[config.mk]
export PLATFORM = sky130hd
export DESIGN_NAME = chan_demux
export DESIGN_NICKNAME = d
export VERILOG_FILES = /design/src/rtl/chan_demux.sv
export SDC_FILE = /design/constraint.sdc
export NUM_CORES = 1
export LEC_CHECK = 0
export CORE_ASPECT_RATIO = 1.5
export CORE_MARGIN = 2
export CORE_UTILIZATION = 53
export CTS_CLUSTER_SIZE = 25
export DETAILED_ROUTE_END_ITERATION = 16
export PLACE_DENSITY = 0.84
export SYNTH_ARGS = -nofsm -noshare
export SYNTH_HDL_FRONTEND = slang
export SYNTH_SLANG_ARGS = --single-unit
export TNS_END_PERCENT = 1
[constraint.sdc]
create_clock -name clk -period 5.8 [get_ports clk]
set_input_delay 0.87 -clock clk [delete_from_list [all_inputs] [get_ports clk]]
set_output_delay 0.87 -clock clk [all_outputs]
set_load 0.005 [all_outputs]
[src/rtl/chan_demux.sv]
// chan_demux: pops header+payload bursts from a non-showahead FIFO and steers each payload
// word into one of CHANNELS_USED per-channel FIFOs. Define CHAN_DEMUX_ERR_EN to drive err.
module chan_demux #(
    parameter int CHANNELS_USED = 3,
    parameter int DATA_WIDTH    = 16,
    parameter int LEN_WIDTH     = 8
) (
    input  logic                     clk,
    input  logic                     reset,
    output logic                     src_rdreq,
    input  logic [DATA_WIDTH-1:0]    src_data,
    input  logic                     src_empty,
    output logic [CHANNELS_USED-1:0] ch_wrreq,
    output logic [DATA_WIDTH-1:0]    ch_data,
    input  logic [CHANNELS_USED-1:0] ch_full,
    output logic                     busy,
    output logic                     err
);
    localparam int CH_W = $clog2(CHANNELS_USED);

    typedef enum logic [1:0] {IDLE, HDR, PAYLOAD} state_t;

    state_t                   state, state_nxt;
    logic [CH_W-1:0]          ch;
    logic [LEN_WIDTH-1:0]     len;
    logic [LEN_WIDTH-1:0]     issued;
    logic                     discard;
    logic                     rd_valid;
    logic                     hold_valid;
    logic [DATA_WIDTH-1:0]    hold;

    logic [CH_W-1:0]          hdr_ch;
    logic [LEN_WIDTH-1:0]     hdr_len;
    logic                     hdr_bad;
    logic [CHANNELS_USED-1:0] ch_sel;
    logic                     sel_full;
    logic                     pop;
    logic                     hold_load;
    logic                     hold_clear;
    logic                     consumed;
    logic                     pending;

    assign hdr_ch  = src_data[CH_W-1:0];
    assign hdr_len = src_data[DATA_WIDTH-1 -: LEN_WIDTH];
    assign hdr_bad = ({1'b0, hdr_ch} >= (CH_W+1)'(CHANNELS_USED));

    // An out-of-range index shifts the bit out, so ch_sel is all-zero for a discarded burst.
    assign ch_sel   = {{(CHANNELS_USED-1){1'b0}}, 1'b1} << ch;
    assign sel_full = |(ch_full & ch_sel);

    always_comb begin
        state_nxt  = state;
        pop        = 1'b0;
        ch_wrreq   = '0;
        ch_data    = '0;
        hold_load  = 1'b0;
        hold_clear = 1'b0;
        consumed   = 1'b0;
        pending    = 1'b0;

        case (state)
            IDLE: begin
                pop = !src_empty;
                if (pop) state_nxt = HDR;
            end
            HDR: begin
                state_nxt = (hdr_len == '0) ? IDLE : PAYLOAD;
            end
            PAYLOAD: begin
                pop = (issued != len) && !src_empty && !hold_valid && (discard || !sel_full);
                // The held word is older than anything in flight, so it drains first.
                if (hold_valid) begin
                    if (!sel_full) begin
                        ch_wrreq   = ch_sel;
                        ch_data    = hold;
                        hold_clear = 1'b1;
                        consumed   = 1'b1;
                    end
                end else if (rd_valid) begin
                    if (discard) begin
                        consumed = 1'b1;
                    end else if (!sel_full) begin
                        ch_wrreq = ch_sel;
                        ch_data  = src_data;
                        consumed = 1'b1;
                    end else begin
                        hold_load = 1'b1;
                    end
                end
                pending = (hold_valid || rd_valid) && !consumed;
                if ((issued == len) && !pending) state_nxt = IDLE;
            end
            default: state_nxt = IDLE;
        endcase

        if (reset) begin
            pop        = 1'b0;
            ch_wrreq   = '0;
            ch_data    = '0;
            hold_load  = 1'b0;
            hold_clear = 1'b0;
        end
    end

    assign src_rdreq = pop;
    assign busy      = (state != IDLE) && !reset;

    always_ff @(posedge clk) begin
        if (reset) begin
            state      <= IDLE;
            ch         <= '0;
            len        <= '0;
            issued     <= '0;
            discard    <= 1'b0;
            rd_valid   <= 1'b0;
            hold_valid <= 1'b0;
        end else begin
            state    <= state_nxt;
            rd_valid <= pop;
            if (state == HDR) begin
                ch      <= hdr_ch;
                len     <= hdr_len;
                issued  <= '0;
                discard <= hdr_bad;
            end else if (pop && (state == PAYLOAD)) begin
                issued <= issued + 1'b1;
            end
            if (hold_load) begin
                hold_valid <= 1'b1;
            end else if (hold_clear) begin
                hold_valid <= 1'b0;
            end
        end
    end

    // Hold data is qualified by hold_valid, so it needs no reset.
    always_ff @(posedge clk) begin
        if (hold_load) hold <= src_data;
    end

`ifdef CHAN_DEMUX_ERR_EN
    logic err_q;

    always_ff @(posedge clk) begin
        if (reset) begin
            err_q <= 1'b0;
        end else if ((state == HDR) && hdr_bad) begin
            err_q <= 1'b1;
        end
    end

    assign err = err_q;
`else
    assign err = 1'b0;
`endif

endmodule

==> flow_metrics.env <==
export IMPL_status="completed"
export IMPL_fp_dieArea_um2=4040
export IMPL_ys_async_sr_fraction=0
export IMPL_setup_viol=0
export IMPL_fmax_mhz=243
export IMPL_drv_cap=0
export IMPL_reg2reg_to="hold[0]"
export IMPL_grt_pass1_vias=1549
export IMPL_path_buf_inv=2
export IMPL_tightest_slew_ns=1.11
export IMPL_clock_sinks=39
export IMPL_yosys_warnings=0
export IMPL_power_leakage_nw=0.852
export IMPL_post_cts_setup_buffers=0
export IMPL_initial_core_util=0.554
export IMPL_nets=260
export IMPL_synth_cell_types=37
export IMPL_grt_pass1_wl_um=6980
export IMPL_yosys_area_top_type="edfxtp_1"
export IMPL_layout_commonest_cell="clkdlybuf4s50_1"
export IMPL_io_pins=44
export IMPL_wl_um=4170
export IMPL_rsz0062_at_grt="no"
export IMPL_drt_first_iter_violations=37
export IMPL_dp_hpwl_um=2900
export IMPL_h_tree_depth=2
export IMPL_final_cell_mix="clkdlybuf4s50_1 (42), nand2_1 (29), nor2_1 (23), dfxtp_1 (23), a21oi_1 (17)"
export IMPL_drtAntennaViolNets=0
export IMPL_cts_root_buf="clkbuf_8"
export IMPL_clk_insertion_delay_late_ns=0.29
export IMPL_min_path_cells=2
export IMPL_synth_fp_nets=220
export IMPL_drc=0
export IMPL_synth_top_area_share=0.256
export IMPL_clkSlewWorstSetupHoldPaths_ns=0.08
export IMPL_arrival_ns=3.25
export IMPL_finalSetupTns_ns=0
export IMPL_critPathSlowestCell="clkdlybuf4s50_1"
export IMPL_hold_buffers=0
export IMPL_num_vias=1624
export IMPL_slowest_delay_ns=0.79
export IMPL_slew_headroom=0.261
export IMPL_place_port_buffers=42
export IMPL_synth_seq_cells=39
export IMPL_fin_crit_ns=4.12
export IMPL_cts_resized=0
export IMPL_coreArea_um2=3380
export IMPL_insertedDiodeCount=0
export IMPL_synth_edf_count=16
export IMPL_globalRouteTotalUtil=0.226
export IMPL_critPathTopFamily="buffers and inverters"
export IMPL_crit_fanout=22
export IMPL_synth_area_per_cell_um2=9.51
export IMPL_hold_viol_final=0
export IMPL_cts_buffers_inserted=5
export IMPL_cp_end_kind="output port"
export IMPL_rows=26
export IMPL_antenna_found_initial=0
export IMPL_skew_ns=0.00661
export IMPL_die_h_um=76.8
export IMPL_drive_gt1_frac=0.0588
export IMPL_r2r_cells=5
export IMPL_required_ns=4.93
export IMPL_gp_congestion=0.790
export IMPL_synthToLayoutAreaGrowth_pct=29.2
export IMPL_ys_dominant_reg_cell="dfxtp_1"
export IMPL_netlist_area_um2=1870
export IMPL_syn_inst=197
export IMPL_finalMaxSlewViolations=0
export IMPL_grt_ovfl_total=0
export IMPL_whs_endpoint="len[7]"
export IMPL_rrSetupSlack_ns=3.49
export IMPL_power_per_cell_area_nw_per_um2=241
export IMPL_cts_tree="done"
export IMPL_min_from="len[7]"
export IMPL_startpoint="reset"
export IMPL_grt_max_degree=23
export IMPL_die_width_um=52.6
export IMPL_yosysSeqAreaShare=0.502
export IMPL_routed_via_density=5.80
export IMPL_path_common_cell="clkdlybuf4s50_1"
export IMPL_fin_crit_sh=0.710
export IMPL_drt_pass1_iterations=4
export IMPL_hold_path_class="reg2reg"
export IMPL_ir_worst_vdd_mv=0.225
export IMPL_wl_per_cell_um=14.9
export IMPL_crit_chain="clkdlybuf4s50_1 -> nor4_2 -> a21boi_0 -> a21o_1 -> clkdlybuf4s50_1"
export IMPL_critPathLaunchType="primary input"
export IMPL_whs_ns=0.475
export IMPL_r2r_start="discard"
export IMPL_clk_path_buf_depth=2
export IMPL_synth_area_top_cells="edfxtp_1 (26%), dfxtp_1 (25%), a22oi_1 (6.4%), nand2_1 (5.8%), nor2_1 (4.6%)"
export IMPL_critPathKind="in2out"
==> layer usage <==
metal	vias up	GRT usage	wire (um)
met5	-	0	0
met4	0	0.0795	70
met3	6	0.0525	156
met2	45	0.388	2220
met1	782	0.267	1730
li1	791	-	-
==> worst reg2reg max path: cells and delay by family, from the launching register on <==
family | cells | cell delay [ns]
buf+inv | 1 | 0.24
flops | 1 | 0.34
simple gates | 4 | 1.42
==> cell families (layout without fill, tap and decap cells) <==
| logic type | count (synthesis) | in the layout | share of synthesized area |
|---|---|---|---|
| adders and majority gates | 1 | 1 | 0.00667 |
| muxes | 6 | 6 | 0.0320 |
| buffers and inverters | 10 | 51 | 0.0220 |
| AOI/OAI and AO/OA | 44 | 44 | 0.164 |
| xor gates and xnor gates | 8 | 8 | 0.0374 |
| DFF | 39 | 39 | 0.502 |
| and+or+nand+nor | 88 | 88 | 0.234 |
| other | 1 | 1 | 0.00200 |
==> flip-flops by register name, indices dropped and copies added, names as in the netlist <==
| register | count |
|---|---|
| state | 2 |
| ch | 2 |
| issued | 8 |
| rd_valid | 1 |
| hold | 16 |
| len | 8 |
| hold_valid | 1 |
| discard | 1 |
==> final cells by class <==
class	instances	area [um2]
fillers	280	962
flip-flops and latches	39	941
multi-input cells	148	892
repair buffers	43	428
clock buffers	5	68.8
well taps	42	52.6
clock inverters	3	38.8
==> power breakdown <==
part           switching, mW  total (mW)  internal, mW  leakage [nW]
sequential           0.00566       0.296         0.291         0.331
clock                 0.0947       0.221         0.126        0.0556
combinational         0.0354      0.0672        0.0318         0.466
==> through the flow <==
step	instance area, um2	utilization	setup slack [ns]	total power, mW	std cells
global route	2420	0.716	1.49	0.605	280
CTS	2420	0.716	1.67	0.588	280
detailed placement	2310	0.684	1.67	0.369	272
finish	2420	0.716	1.68	0.584	280
global placement	2310	0.684	1.74	0.368	272
floorplan	1870	-	3.13	0.340	197
==> cells in the mapped netlist, types with 2 or more instances <==
master	count
a21o_1	2
a21oi_1	17
a22oi_1	16
clkbuf_1	8
dfxtp_1	23
edfxtp_1	16
mux2i_1	6
nand2_1	29
nand2b_1	3
nand3_1	4
nand4_1	3
nor2_1	23
nor2b_1	4
nor3_1	2
nor4_1	4
nor4_2	3
o21ai_0	3
or3_1	5
xor2_1	8
==> worst max-delay path by stage <==
| stage | to | depth (start not counted) |
|---|---|---|
| 2_1_floorplan | ch_data[10] | 5 |
| 3_3_place_gp | src_rdreq | 5 |
| 3_5_place_dp | src_rdreq | 5 |
| 4_1_cts | src_rdreq | 5 |
| 5_1_grt | src_rdreq | 5 |
| 6_report | src_rdreq | 5 |
Note: power is estimated with default switching activity, not from simulation.
